<file path="config.mk">
export PLATFORM = sky130hd
export DESIGN_NAME = bin_to_bcd8
export DESIGN_NICKNAME = d
export VERILOG_FILES = /design/src/rtl/bin_to_bcd8_pkg.sv /design/src/rtl/bin_to_bcd8_add3.sv /design/src/rtl/bin_to_bcd8.sv
export SDC_FILE = /design/constraint.sdc
export NUM_CORES = 1
export LEC_CHECK = 0
export ABC_AREA = 1
export CAP_MARGIN = 20
export CORE_MARGIN = 2
export CORE_UTILIZATION = 55
export CTS_CLUSTER_SIZE = 30
export DETAILED_ROUTE_END_ITERATION = 7
export PLACE_DENSITY_LB_ADDON = 0.15
export SETUP_SLACK_MARGIN = 0.1
export SYNTH_ARGS = -nofsm -noshare
export SYNTH_HDL_FRONTEND = slang
export SYNTH_SLANG_ARGS = --single-unit
</file>
<file path="constraint.sdc">
create_clock -name clk -period 1.9 [get_ports clk]
set_input_delay 0.475 -clock clk [delete_from_list [all_inputs] [get_ports clk]]
set_output_delay 0.475 -clock clk [all_outputs]
set_load 0.01 [all_outputs]
</file>
<file path="src/rtl/bin_to_bcd8_pkg.sv">
// bin_to_bcd8_pkg
// Shared constants, state encoding and the leading-zero blanking helper
// for the 8-digit binary-to-BCD converter.
package bin_to_bcd8_pkg;

    localparam int          N_DIGITS   = 8;
    localparam logic [3:0]  BLANK_CODE = 4'hF;
    localparam logic [31:0] MAX_DEC    = 32'd99_999_999;
    localparam logic [31:0] SAT_BCD    = 32'h99999999;

    typedef enum logic [1:0] {
        IDLE   = 2'd0,
        SHIFT  = 2'd1,
        FINISH = 2'd2
    } state_t;

    // Replace every zero digit above the most significant nonzero digit
    // with BLANK_CODE. Digit 0 is never blanked, so zero shows as "0".
    function automatic logic [31:0] blank_lz(input logic [31:0] v);
        logic [31:0] r;
        logic        lead;
        r    = v;
        lead = 1'b1;
        for (int d = N_DIGITS - 1; d >= 1; d--) begin
            if (lead && (v[d*4 +: 4] == 4'd0)) begin
                r[d*4 +: 4] = BLANK_CODE;
            end else begin
                lead = 1'b0;
            end
        end
        return r;
    endfunction

endpackage

</file>
<file path="src/rtl/bin_to_bcd8_add3.sv">
// bcd_add3
// Combinational double-dabble digit corrector: a digit of 5 or more gets
// +3 so that the following left shift carries correctly into the next
// decimal digit. 4-bit result; any carry out is dropped.
// Ports:
//   din   in  4  BCD digit before correction
//   dout  out 4  corrected digit
module bcd_add3 (
    input  logic [3:0] din,
    output logic [3:0] dout
);

    assign dout = (din >= 4'd5) ? (din + 4'd3) : din;

endmodule

</file>
<file path="src/rtl/bin_to_bcd8.sv">
// bin_to_bcd8
// Sequential binary-to-BCD converter (shift-and-add-3, one input bit per
// clock) producing the packed 8-digit BCD word for the seven-segment
// display multiplexer. The result is held stable between conversions.
//
// Optional feature: define BIN_TO_BCD8_BLANK_LZ_EN to replace leading zero
// digits with 4'hF (rendered blank by the display decoder). The saturated
// overflow value is never blanked.
//
// Ports:
//   clk       in  1     system clock
//   rst       in  1     synchronous, active-high reset
//   start     in  1     conversion request, sampled only in IDLE
//   bin       in  IN_W  unsigned operand, captured on the accepted start
//   busy      out 1     high while a conversion is in progress
//   done      out 1     one-cycle pulse coincident with the bcd update
//   bcd       out 32    packed BCD, digit 7 in [31:28] .. digit 0 in [3:0]
//   overflow  out 1     last accepted operand exceeded 99,999,999
//
// Handshake: a request is taken on any clock edge where start=1 and the
// converter is in IDLE (busy=0); requests at other times are dropped, not
// queued. done pulses for exactly one cycle when bcd/overflow update.
module bin_to_bcd8
    import bin_to_bcd8_pkg::*;
#(
    parameter int IN_W = 27
) (
    input  logic            clk,
    input  logic            rst,
    input  logic            start,
    input  logic [IN_W-1:0] bin,
    output logic            busy,
    output logic            done,
    output logic [31:0]     bcd,
    output logic            overflow
);

    state_t state;
    state_t state_n;

    logic [IN_W-1:0] shreg;
    logic [31:0]     scratch;
    logic [31:0]     scratch_adj;
    logic [5:0]      cnt;
    logic            ovf_pend;
    logic [31:0]     bin_ext;
    logic [31:0]     result;

    assign bin_ext = 32'(bin);

    // Per-digit add-3 correction applied before every shift.
    genvar g;
    generate
        for (g = 0; g < N_DIGITS; g++) begin : g_add3
            bcd_add3 u_add3 (
                .din  (scratch[g*4 +: 4]),
                .dout (scratch_adj[g*4 +: 4])
            );
        end
    endgenerate

`ifdef BIN_TO_BCD8_BLANK_LZ_EN
    assign result = ovf_pend ? SAT_BCD : blank_lz(scratch);
`else
    assign result = ovf_pend ? SAT_BCD : scratch;
`endif

    // State register.
    always_ff @(posedge clk) begin
        if (rst) begin
            state <= IDLE;
        end else begin
            state <= state_n;
        end
    end

    // Next-state logic.
    always_comb begin
        state_n = state;
        case (state)
            IDLE:    if (start) state_n = SHIFT;
            SHIFT:   if (cnt == 6'd1) state_n = FINISH;
            FINISH:  state_n = IDLE;
            default: state_n = IDLE;
        endcase
    end

    // Datapath and registered outputs.
    always_ff @(posedge clk) begin
        if (rst) begin
            shreg    <= '0;
            scratch  <= '0;
            cnt      <= '0;
            ovf_pend <= 1'b0;
            busy     <= 1'b0;
            done     <= 1'b0;
            bcd      <= '0;
            overflow <= 1'b0;
        end else begin
            done <= 1'b0;
            case (state)
                IDLE: begin
                    if (start) begin
                        shreg    <= bin;
                        scratch  <= '0;
                        cnt      <= 6'(IN_W);
                        ovf_pend <= (bin_ext > MAX_DEC);
                        busy     <= 1'b1;
                    end
                end
                SHIFT: begin
                    // Carry out of digit 7 falls off the top here.
                    scratch <= {scratch_adj[30:0], shreg[IN_W-1]};
                    shreg   <= {shreg[IN_W-2:0], 1'b0};
                    cnt     <= cnt - 6'd1;
                end
                FINISH: begin
                    bcd      <= result;
                    overflow <= ovf_pend;
                    done     <= 1'b1;
                    busy     <= 1'b0;
                end
                default: ;
            endcase
        end
    end

endmodule

</file>
[Word level (Yosys, flattened, before mapping)]
Index checks and enable logic that the tools add are counted.
Operators by class
  $add $sub $neg: 9
  magnitude comparators: 9
  equal/unequal tests: 5
  multiplexer cells: 21
  reduce and logical (&&, ||, !) cells: 7
Operators by type and width (number)
  $mux 32: 2
  $pmux 32 s2: 1
  $pmux 27 s2: 1
  $ge 4x3->1 const B: 8
  $add 4x2->4 const B: 7
  $mux 4: 7
  $gt 27x27->1 const B: 1
  $mux 27: 1
  $pmux 6 s2: 1
  $reduce_and 2->1: 4
  $eq 6x1->1 const B: 1
  $mux 6: 1
  $sub 6x1->6 const B: 1
  $mux 2: 2
  $ne 2x2->1 const B: 2
  $pmux 2 s2: 1
  $reduce_bool 2->1: 2
  $add 3x2->3 const B: 1
  $mux 3: 1
  $eq 2x1->1 const B: 1
  $eq 2x2->1 const B: 1
  $logic_not 2->1: 1
  $mux 1: 2
  $pmux 1 s2: 1
Word-level totals
  flip-flop bits (word level): 103
  bits of input ports: 30
  output and inout port bits: 35
  logic and storage cells: 60

[Logic depth before layout (Yosys ltp)]
Gate-level depths: netlist of run 1.
  word-level depth: 3
  mapped depth: 9

[Cells and area by module]
A second synthesis of run 1 with hierarchy kept.
Second synthesis, totals
  cell total of the unflattened synthesis: 682
  area, all modules: 5086.1 um^2
By module, submodules not included
  bin_to_bcd8: times used 1, cells each 498, area an instance 4005.1 um^2, sequential area each 2062.0 um^2
  bcd_add3: times used 8, cells each 23, area an instance 135.1 um^2, sequential area each 0.0 um^2

[Least setup slack after synthesis of run 1]
OpenSTA, ideal clock, no wires.
  path kind: register to register
  start point: register scratch[0]
  end point: register scratch[2]
  library setup time: 0.132 ns
  arrival time: 1.245 ns
  path slack: 0.523 ns
  stages on the path, launching flop included: 8
  period minus slack after synthesis: 1.377 ns
  path through: dfxtp_1 -> inv_1 -> ha_1 -> or2_2 -> nand3_1 -> a21oi_1 -> o21ai_0 -> a21oi_1
On the way
  longest elaborated chain between the ends: 3
  elaborated cells between the ends (all ways): 4
RTL lines
  start, declared: line bin_to_bcd8.sv:42  | logic [31:0] scratch;
  start signal, assigned: line bin_to_bcd8.sv:113  | scratch <= {scratch_adj[30:0], shreg[IN_W-1]};
  $add 4x2->4 / $ge 4x3->1 (equally long branches): line bin_to_bcd8_add3.sv:13  | assign dout = (din >= 4'd5) ? (din + 4'd3) : din;
  $mux 4 *: line bin_to_bcd8_add3.sv:13
  $pmux 32 s2 *: line bin_to_bcd8.sv:101  | case (state)
Every way passes the cells marked *; elsewhere a longest branch is shown, timed or not.
A chain may end at the register's enable or synchronous reset.

[Worst setup path after layout of run 1]
  start point: register busy
  end point: output port busy
RTL lines
  start, declared: line bin_to_bcd8.sv:32  | output logic busy,
  start signal, assigned: line bin_to_bcd8.sv:95  | busy <= 1'b0;
  start signal, assigned: line bin_to_bcd8.sv:108  | busy <= 1'b1;
  start signal, assigned: line bin_to_bcd8.sv:121  | busy <= 1'b0;
No word-level cell between the ends.

==> PnR_summary.wiki, run 1 <==
{| class="wikitable"
! Metric !! Value
|-
| Outcome || complete, no violations
|-
| Final antenna-violating net count || 0
|-
| Number of buffer cells added on primary ports || between 60 and 70
|-
| Global Route met1 Usage || 28.5%
|-
| Count of buffering cells on the critical path with inverters included || 1
|-
| Cts-stage hold buffer count || 0
|-
| Iteration-0 DRC Markers || 204
|-
| Pin count of the biggest net entering global routing || 86
|-
| Startpoint of the most critical setup path || busy$_SDFFE_PP0P_
|-
| Largest fanout on the critical path || 2
|-
| Clk root buf || sky130_fd_sc_hd__clkbuf_8
|-
| Average size of a mapped cell || slightly below 8 um^2
|-
| Vias in the first global route || slightly above 4k
|-
| Synth Cell Area || 4750 um^2
|-
| Required time reported for the critical path endpoint || between 1 and 1.5 ns
|-
| Final wirelength || 10.8 mm
|-
| Dominant cell type by area after synthesis || sky130_fd_sc_hd__dfxtp_1
|-
| TritonCTS clock tree || built
|-
| Clock-pin slew on the worst setup and hold paths || 0.10 ns
|-
| Number of endpoints failing setup at the final stage || 0
|-
| Power density over cell area || 735 nW/um^2
|-
| Highest achievable clock rate || 570 MHz
|-
| Sum of negative setup slack || 0 ns
|-
| Slowest cell on crit path || sky130_fd_sc_hd__clkdlybuf4s50_1
|-
| WL per Instance || 13.8 um
|-
| Setup bufs post-CTS || 0
|-
| Depth of the CTS H-tree || 3
|-
| Remaining Overflow, GRT || 0
|-
| Share of synthesized area occupied by flip-flops and latches || 43.4%
|-
| Worst stage delay on the critical path || between 0.5 and 0.6 ns
|-
| Count of unique library cells instantiated by Yosys || 32
|-
| PostCTS Resize Cnt || 0
|-
| Worst Skew || 0.00918 ns
|-
| Number of filler instances in the final layout || 683
|-
| Async set or reset register ratio after synthesis || 0%
|-
| Via count || about 4.4k
|-
| CP delay by family, top || buffers and inverters
|-
| Crit-path cells || clkdlybuf4s50_1
|-
| Synthesized netlist cell count || 614
|-
| Final slew viol count || 0
|-
| Std cell rows || 33
|-
| Post-synthesis sequential element count || ~100
|-
| Dominant register cell in the synthesized netlist || sky130_fd_sc_hd__dfxtp_1
|-
| Share of post-route cells with drive strength above 1 || under 10%
|-
| Syn Nets || 662
|-
| Slack of the worst reg-to-reg path || 0.26 ns
|-
| HPWL reported at the end of detailed placement || 7.41 mm
|-
| Setup slack after layout || 0.144 ns
|-
| Area of all placed cells without fillers || 5720 um^2
|-
| Area added between synthesis and finish || 20.4%
|-
| Number of non-filler instances in the completed layout || slightly below 800
|-
| Net count, final || just over 700
|-
| Maximum count of clock buffers along a single path || 2
|-
| Area share of the largest cell type after synthesis || 43.4%
|-
| Number of max-capacitance violations reported || 0
|-
| Antenna diode count || 0
|-
| Top cells by instance count after synthesis || 117 x sky130_fd_sc_hd__nand2_1, 103 x sky130_fd_sc_hd__dfxtp_1, 72 x sky130_fd_sc_hd__a21oi_1, 47 x sky130_fd_sc_hd__nor2_1, 46 x sky130_fd_sc_hd__inv_1
|-
| RSZ-0062 raised after global routing || no
|-
| Worst IR Drop VDD || 0.000325 V
|-
| Last weighted congestion value of the routability-driven placer || 0.861
|-
| Fraction of met2 tracks used by global routing || 38.9%
|-
| Area of the core region || between 8000 and 9000 um^2
|-
| Wire length of the first global-routing pass || around 18 mm
|-
| Critical register-to-register path endpoint || scratch[26]$_SDFFE_PP0P_
|-
| DRC violation count after routing || 0
|-
| Transition time at the pin with the least slew margin || 0.442 ns
|-
| Overall routing resource usage || 22.8%
|-
| Total power of the final layout || roughly 4200 uW
|-
| Count of TritonRoute iterations in the first routing pass || 4
|-
| Count of cell instances traversed by the critical path || 1
|-
| Class of the most critical hold timing path || reg2reg
|-
| Antenna violations before repair || 0
|-
| Total count of hold-check failures in the final report || 0
|-
| Critical Path Source Type || flop
|-
| Number of sinks handled by clock tree synthesis || slightly above 100
|-
| Count of flip-flops with a built-in enable after synthesis || 0
|-
| Grt peak-use layer || met2
|-
| Later-pin clock latency in the skew report || between 0.3 and 0.4 ns
|-
| Period Utilization, post-route || 92.4%
|-
| Destination of the critical timing path || busy
|-
| Area contributors post-synth || sky130_fd_sc_hd__dfxtp_1 43%, sky130_fd_sc_hd__nand2_1 9.2%, sky130_fd_sc_hd__a21oi_1 7.6%, sky130_fd_sc_hd__ha_1 4.7%, sky130_fd_sc_hd__nand3_1 4.6%
|-
| Via density per instance || roughly 5.6
|-
| Worst Reg-to-Reg Cells || 7
|-
| Relative max-transition margin || 70.4%
|-
| TritonCTS buffer count || 9
|-
| Endpoint class of the critical path || primary output
|-
| Area of the die || 9400 um^2
|-
| Y dimension of the die || 96.9 um
|-
| Number of warnings issued by yosys || 0
|-
| Data arrival time at the worst-slack endpoint || 1.28 ns
|-
| Effective utilization at floorplan || 57.2%
|-
| Most numerous cell in the Yosys netlist || sky130_fd_sc_hd__nand2_1
|-
| Crit Path Class || reg2out
|-
| Placed inst area || 5520 um^2
|-
| Total leakage power || 0.00207 uW
|-
| R2R Path Start || scratch[24]$_SDFFE_PP0P_
|-
| Met3 usage || 3.68%
|-
| Post-place setup slack || -0.0557 ns
|-
| Placed cell count || 766
|-
| Min cycle time layout || between 1.5 and 2 ns
|-
| Top-Level Pins || 65
|-
| Die boundary width || 96.9 um
|}
-- flip-flops by register name, indices dropped and copies added (netlist names) --
name and count:
done 1, state 2, bcd 32, shreg 27, busy 1, cnt 6, scratch 32, ovf_pend 1
overflow 1
-- power breakdown --
| group | switching [uW] | leakage, uW | total [uW] | internal (uW) |
|---|---|---|---|---|
| registers | 42.3 | 0.000836 | 2270 | 2220 |
| clock network | 711 | 0.0000982 | 1440 | 727 |
| logic | 296 | 0.00114 | 497 | 201 |
| total | 1050 | 0.00207 | 4200 | 3150 |
-- cells in the final DEF (no fill, tap or decap), drive strengths merged, types with 7 or more instances in the layout --
master         count
nand2            117
dfxtp            103
a21oi             72
clkdlybuf4s50     63
nor2              52
inv               51
nand3             44
o21ai             40
a22oi             26
ha                18
buf               17
o31ai             16
clkbuf            10
nand4              8
a221oi             7
xor2               7
or2                7
-- cell families after synthesis --
kind of cell	share of synthesized area, %
AND/OR/NAND/NOR	21.3
AO/OA/AOI/OAI	21.9
flip-flops	43.4
buffers and inverters	7.35
adder cells (fa/ha/maj)	4.74
XOR/XNOR	1.29
-- layout make-up --
| class | instances | area [um^2] | share of cell area (%) |
|---|---|---|---|
| clock buffers | 10 | 128 | 2.23 |
| clock inverters | 4 | 72.6 | 1.27 |
| inverters | 52 | 200 | 3.50 |
| multi-input cells | 426 | 2340 | 41.0 |
| flip-flops and latches | 103 | 2060 | 36.1 |
| well taps | 105 | 131 | 2.30 |
| repair buffers | 80 | 781 | 13.7 |
-- per-stage QoR --
| step | hold slack [ns] | utilization (%) |
|---|---|---|
| floorplan | 0.437 | - |
| global placement | 0.447 | 66.5 |
| detailed placement | 0.453 | 66.5 |
| CTS | 0.466 | 68.9 |
| global route | 0.485 | 68.9 |
| finish | 0.463 | 68.9 |
-- routing by layer --
layer	vias to the layer above	wire length, um
met3	14	466
met1	2046	4890
met5	-	0
met4	0	191
met2	113	5220
li1	2209	-
-- worst min path at each step --
stage / startpoint / slack, ns / to / depth (start not counted)
6_report: bcd[23]$_SDFFE_PP0P_ / 0.46 / bcd[23]$_SDFFE_PP0P_ / 2
2_1_floorplan: cnt[5]$_SDFFE_PP0P_ / 0.44 / cnt[5]$_SDFFE_PP0P_ / 1
4_1_cts: bcd[23]$_SDFFE_PP0P_ / 0.47 / bcd[23]$_SDFFE_PP0P_ / 2
5_1_grt: bcd[11]$_SDFFE_PP0P_ / 0.48 / bcd[11]$_SDFFE_PP0P_ / 2
3_3_place_gp: bcd[19]$_SDFFE_PP0P_ / 0.45 / bcd[19]$_SDFFE_PP0P_ / 2
3_5_place_dp: bcd[11]$_SDFFE_PP0P_ / 0.45 / bcd[11]$_SDFFE_PP0P_ / 2
Note: power is estimated with default switching activity, not from simulation.
==> run 2, diff against run 1 <==
--- a/config.mk
+++ b/config.mk
@@ -11,6 +11,7 @@
 export CORE_UTILIZATION = 55
 export CTS_CLUSTER_SIZE = 30
 export DETAILED_ROUTE_END_ITERATION = 7
+export HOLD_SLACK_MARGIN = 0.03
 export PLACE_DENSITY_LB_ADDON = 0.15
 export SETUP_SLACK_MARGIN = 0.1
 export SYNTH_ARGS = -nofsm -noshare
==> results of run 2 <==
No change in the layout: final DEF, timing and power equal those of run 1.
==> run 3, diff against run 2 <==
--- a/config.mk
+++ b/config.mk
@@ -6,9 +6,11 @@
 export NUM_CORES = 1
 export LEC_CHECK = 0
 export ABC_AREA = 1
+export ABC_CLOCK_PERIOD_IN_PS = 1900
 export CAP_MARGIN = 20
-export CORE_MARGIN = 2
+export CORE_MARGIN = 3
 export CORE_UTILIZATION = 55
+export CTS_CLUSTER_DIAMETER = 50
 export CTS_CLUSTER_SIZE = 30
 export DETAILED_ROUTE_END_ITERATION = 7
 export HOLD_SLACK_MARGIN = 0.03
==> PnR_summary.wiki, run 3 (synthesis results as in run 1) <==
{| class="wikitable"
! Metric !! Value
|-
| Outcome || complete, no violations (unchanged)
|-
| Commonest cells after routing, fill and taps aside || 117 x sky130_fd_sc_hd__nand2_1, 103 x sky130_fd_sc_hd__dfxtp_1, 72 x sky130_fd_sc_hd__a21oi_1 (unchanged)
|-
| Transition time at the pin with the least slew margin || 0.502 ns (was 0.442 ns)
|-
| DRC violation count after routing || 0 (unchanged)
|-
| Power density over cell area || 749 nW/um^2 (was 735 nW/um^2)
|-
| RSZ-0062 raised after global routing || no (unchanged)
|-
| Final wirelength || 10.8 mm (about the same)
|-
| HPWL reported at the end of detailed placement || 7.35 mm (was 7.41 mm)
|-
| Crit-path cells || clkdlybuf4s50_1 (unchanged)
|-
| Antenna violations before repair || 1 (was 0)
|-
| Top-Level Pins || 65 (unchanged)
|-
| Vias in the first global route || 4168 (was 4149)
|-
| Number of non-filler instances in the completed layout || 785 (was 780)
|-
| Final slew viol count || 0 (unchanged)
|-
| Global Route met1 Usage || 27.7% (was 28.5%)
|-
| CP delay by family, top || buffers and inverters (unchanged)
|-
| Largest fanout on the critical path || 2 (unchanged)
|-
| Data arrival time at the worst-slack endpoint || 1.25 ns (was 1.28 ns)
|-
| Pin count of the biggest net entering global routing || 48 (was 86)
|-
| Hold WS || 0.463 ns (about the same)
|-
| Required time reported for the critical path endpoint || 1.42 ns (about the same)
|-
| Worst hold path depth || 2 (unchanged)
|-
| Wire length of the first global-routing pass || 18.2 mm (about the same)
|-
| Maximum count of clock buffers along a single path || 2 (unchanged)
|-
| Total power of the final layout || 4320 uW (was 4200 uW)
|-
| Placed inst area || 5530 um^2 (was 5520 um^2)
|-
| Worst Skew || 0.0120 ns (was 0.00918 ns)
|-
| Share of post-route cells with drive strength above 1 || 9.26% (was 8.44%)
|-
| Slowest cell on crit path || sky130_fd_sc_hd__clkdlybuf4s50_1 (unchanged)
|-
| TritonCTS clock tree || built (unchanged)
|-
| Min cycle time layout || 1.72 ns (was 1.76 ns)
|-
| Area of all placed cells without fillers || 5760 um^2 (was 5720 um^2)
|-
| Setup bufs post-CTS || 0 (unchanged)
|-
| Leading cell type in the layout, fill and taps excluded || sky130_fd_sc_hd__nand2_1 (unchanged)
|-
| TritonCTS buffer count || 9 (unchanged)
|-
| Effective utilization at floorplan || 57.2% (unchanged)
|-
| Via count || 4370 (was 4382)
|-
| Last weighted congestion value of the routability-driven placer || 0.836 (was 0.861)
|-
| Die boundary width || 98.9 um (was 96.9 um)
|-
| Worst IR Drop VDD || 0.000375 V (was 0.000325 V)
|-
| Post-place setup slack || -0.0369 ns (was -0.0557 ns)
|-
| Number of max-capacitance violations reported || 0 (unchanged)
|-
| Y dimension of the die || 98.9 um (was 96.9 um)
|-
| Total leakage power || 0.00211 uW (was 0.00207 uW)
|-
| Highest achievable clock rate || 581 MHz (was 570 MHz)
|-
| Area of the core region || 8300 um^2 (unchanged)
|-
| Iteration-0 DRC Markers || 188 (was 204)
|-
| Depth of the CTS H-tree || 3 (unchanged)
|-
| Endpoint class of the critical path || primary output (unchanged)
|-
| Remaining Overflow, GRT || 0 (unchanged)
|-
| Number of endpoints failing setup at the final stage || 0 (unchanged)
|-
| Met3 usage || 3.61% (was 3.68%)
|-
| Number of sinks handled by clock tree synthesis || 103 (unchanged)
|-
| Area of the die || 9790 um^2 (was 9400 um^2)
|-
| Clock-pin slew on the worst setup and hold paths || 0.10 ns (about the same)
|-
| Total count of hold-check failures in the final report || 0 (unchanged)
|-
| Antenna diode count || 0 (unchanged)
|-
| Overall routing resource usage || 22.3% (was 22.8%)
|-
| Crit Path Class || reg2out (unchanged)
|-
| Grt peak-use layer || met2 (unchanged)
|-
| Largest registers || bcd x32, scratch x32, shreg x27 (unchanged)
|-
| Count of cell instances traversed by the critical path || 1 (unchanged)
|-
| Number of filler instances in the final layout || 673 (was 683)
|-
| Period Utilization, post-route || 90.6% (was 92.4%)
|-
| Std cell rows || 33 (unchanged)
|-
| WL per Instance || 13.8 um (about the same)
|-
| Number of buffer cells added on primary ports || 64 (unchanged)
|-
| Count of TritonRoute iterations in the first routing pass || 5 (was 4)
|-
| Placed cell count || 769 (was 766)
|-
| Class of the most critical hold timing path || reg2reg (unchanged)
|-
| Net count, final || 723 (was 720)
|-
| Fraction of met2 tracks used by global routing || 37.9% (was 38.9%)
|-
| Later-pin clock latency in the skew report || 0.36 ns (about the same)
|-
| Setup slack after layout || 0.178 ns (was 0.144 ns)
|-
| Clk root buf || sky130_fd_sc_hd__clkbuf_8 (unchanged)
|-
| Via density per instance || 5.57 (was 5.62)
|-
| Area added between synthesis and finish || 21.3% (was 20.4%)
|-
| Relative max-transition margin || 66.6% (was 70.4%)
|-
| Worst stage delay on the critical path || 0.54 ns (was 0.55 ns)
|-
| Count of buffering cells on the critical path with inverters included || 1 (unchanged)
|-
| Final antenna-violating net count || 0 (unchanged)
|-
| Worst Reg-to-Reg Cells || 7 (unchanged)
|-
| Critical Path Source Type || flop (unchanged)
|}
==> run 3: cell count changes in the layout (fill, tap and decap cells not counted) <==
cell	previous run	this run
sky130_fd_sc_hd__buf_4	14	18
sky130_fd_sc_hd__clkbuf_8	9	11
sky130_fd_sc_hd__buf_12	2	1
sky130_fd_sc_hd__clkbuf_1	1	0
sky130_fd_sc_hd__clkdlybuf4s50_1	63	62
sky130_fd_sc_hd__clkinvlp_4	1	2
sky130_fd_sc_hd__dlymetal6s2s_1	0	1
==> run 3: final timing paths <==
path,start,end,slack [ns]
min,bcd[19]$_SDFFE_PP0P_,bcd[19]$_SDFFE_PP0P_,0.46
max,bcd[28]$_SDFFE_PP0P_,bcd[28],0.18
max reg2reg,scratch[24]$_SDFFE_PP0P_,scratch[26]$_SDFFE_PP0P_,0.28
min reg2reg,bcd[19]$_SDFFE_PP0P_,bcd[19]$_SDFFE_PP0P_,0.46
==> run 3: routing by layer <==
layer / vias to the layer above / routed length, um
met3: 17 / 513
li1: 2209 / -
met2: 128 / 5210
met4: 2 / 160
met1: 2014 / 4900
met5: - / 13
==> run 3: where the power goes <==
| group | total [uW] | switching [uW] | internal, uW |
|---|---|---|---|
| clock network | 1550 | 737 | 812 |
| registers | 2270 | 41.5 | 2220 |
| logic | 500 | 296 | 203 |
==> run 3: repair_timing <==
item                                    CTS  global route
endpoints found under the setup margin    0             1
gates resized for setup                   0             1
hold buffers                              0             0
==> run 3: layout make-up <==
type                            instances  area, um^2  share of cell area (%)
Inverter                               52         200                    3.47
Clock inverter                          5        80.1                    1.39
Tap cell                              105         131                    2.28
Multi-Input combinational cell        426        2340                    40.7
Timing Repair Buffer                   83         793                    13.8
Sequential cell                       103        2060                    35.8
Clock buffer                           11         151                    2.63
==> run 3: through the flow <==
stage | TNS [ns] | utilization, %
2_1_floorplan | 0 | -
4_1_cts | 0 | 69.4
3_5_place_dp | -0.148 | 66.6
5_1_grt | 0 | 69.4
6_report | 0 | 69.4
3_3_place_gp | 0 | 66.6
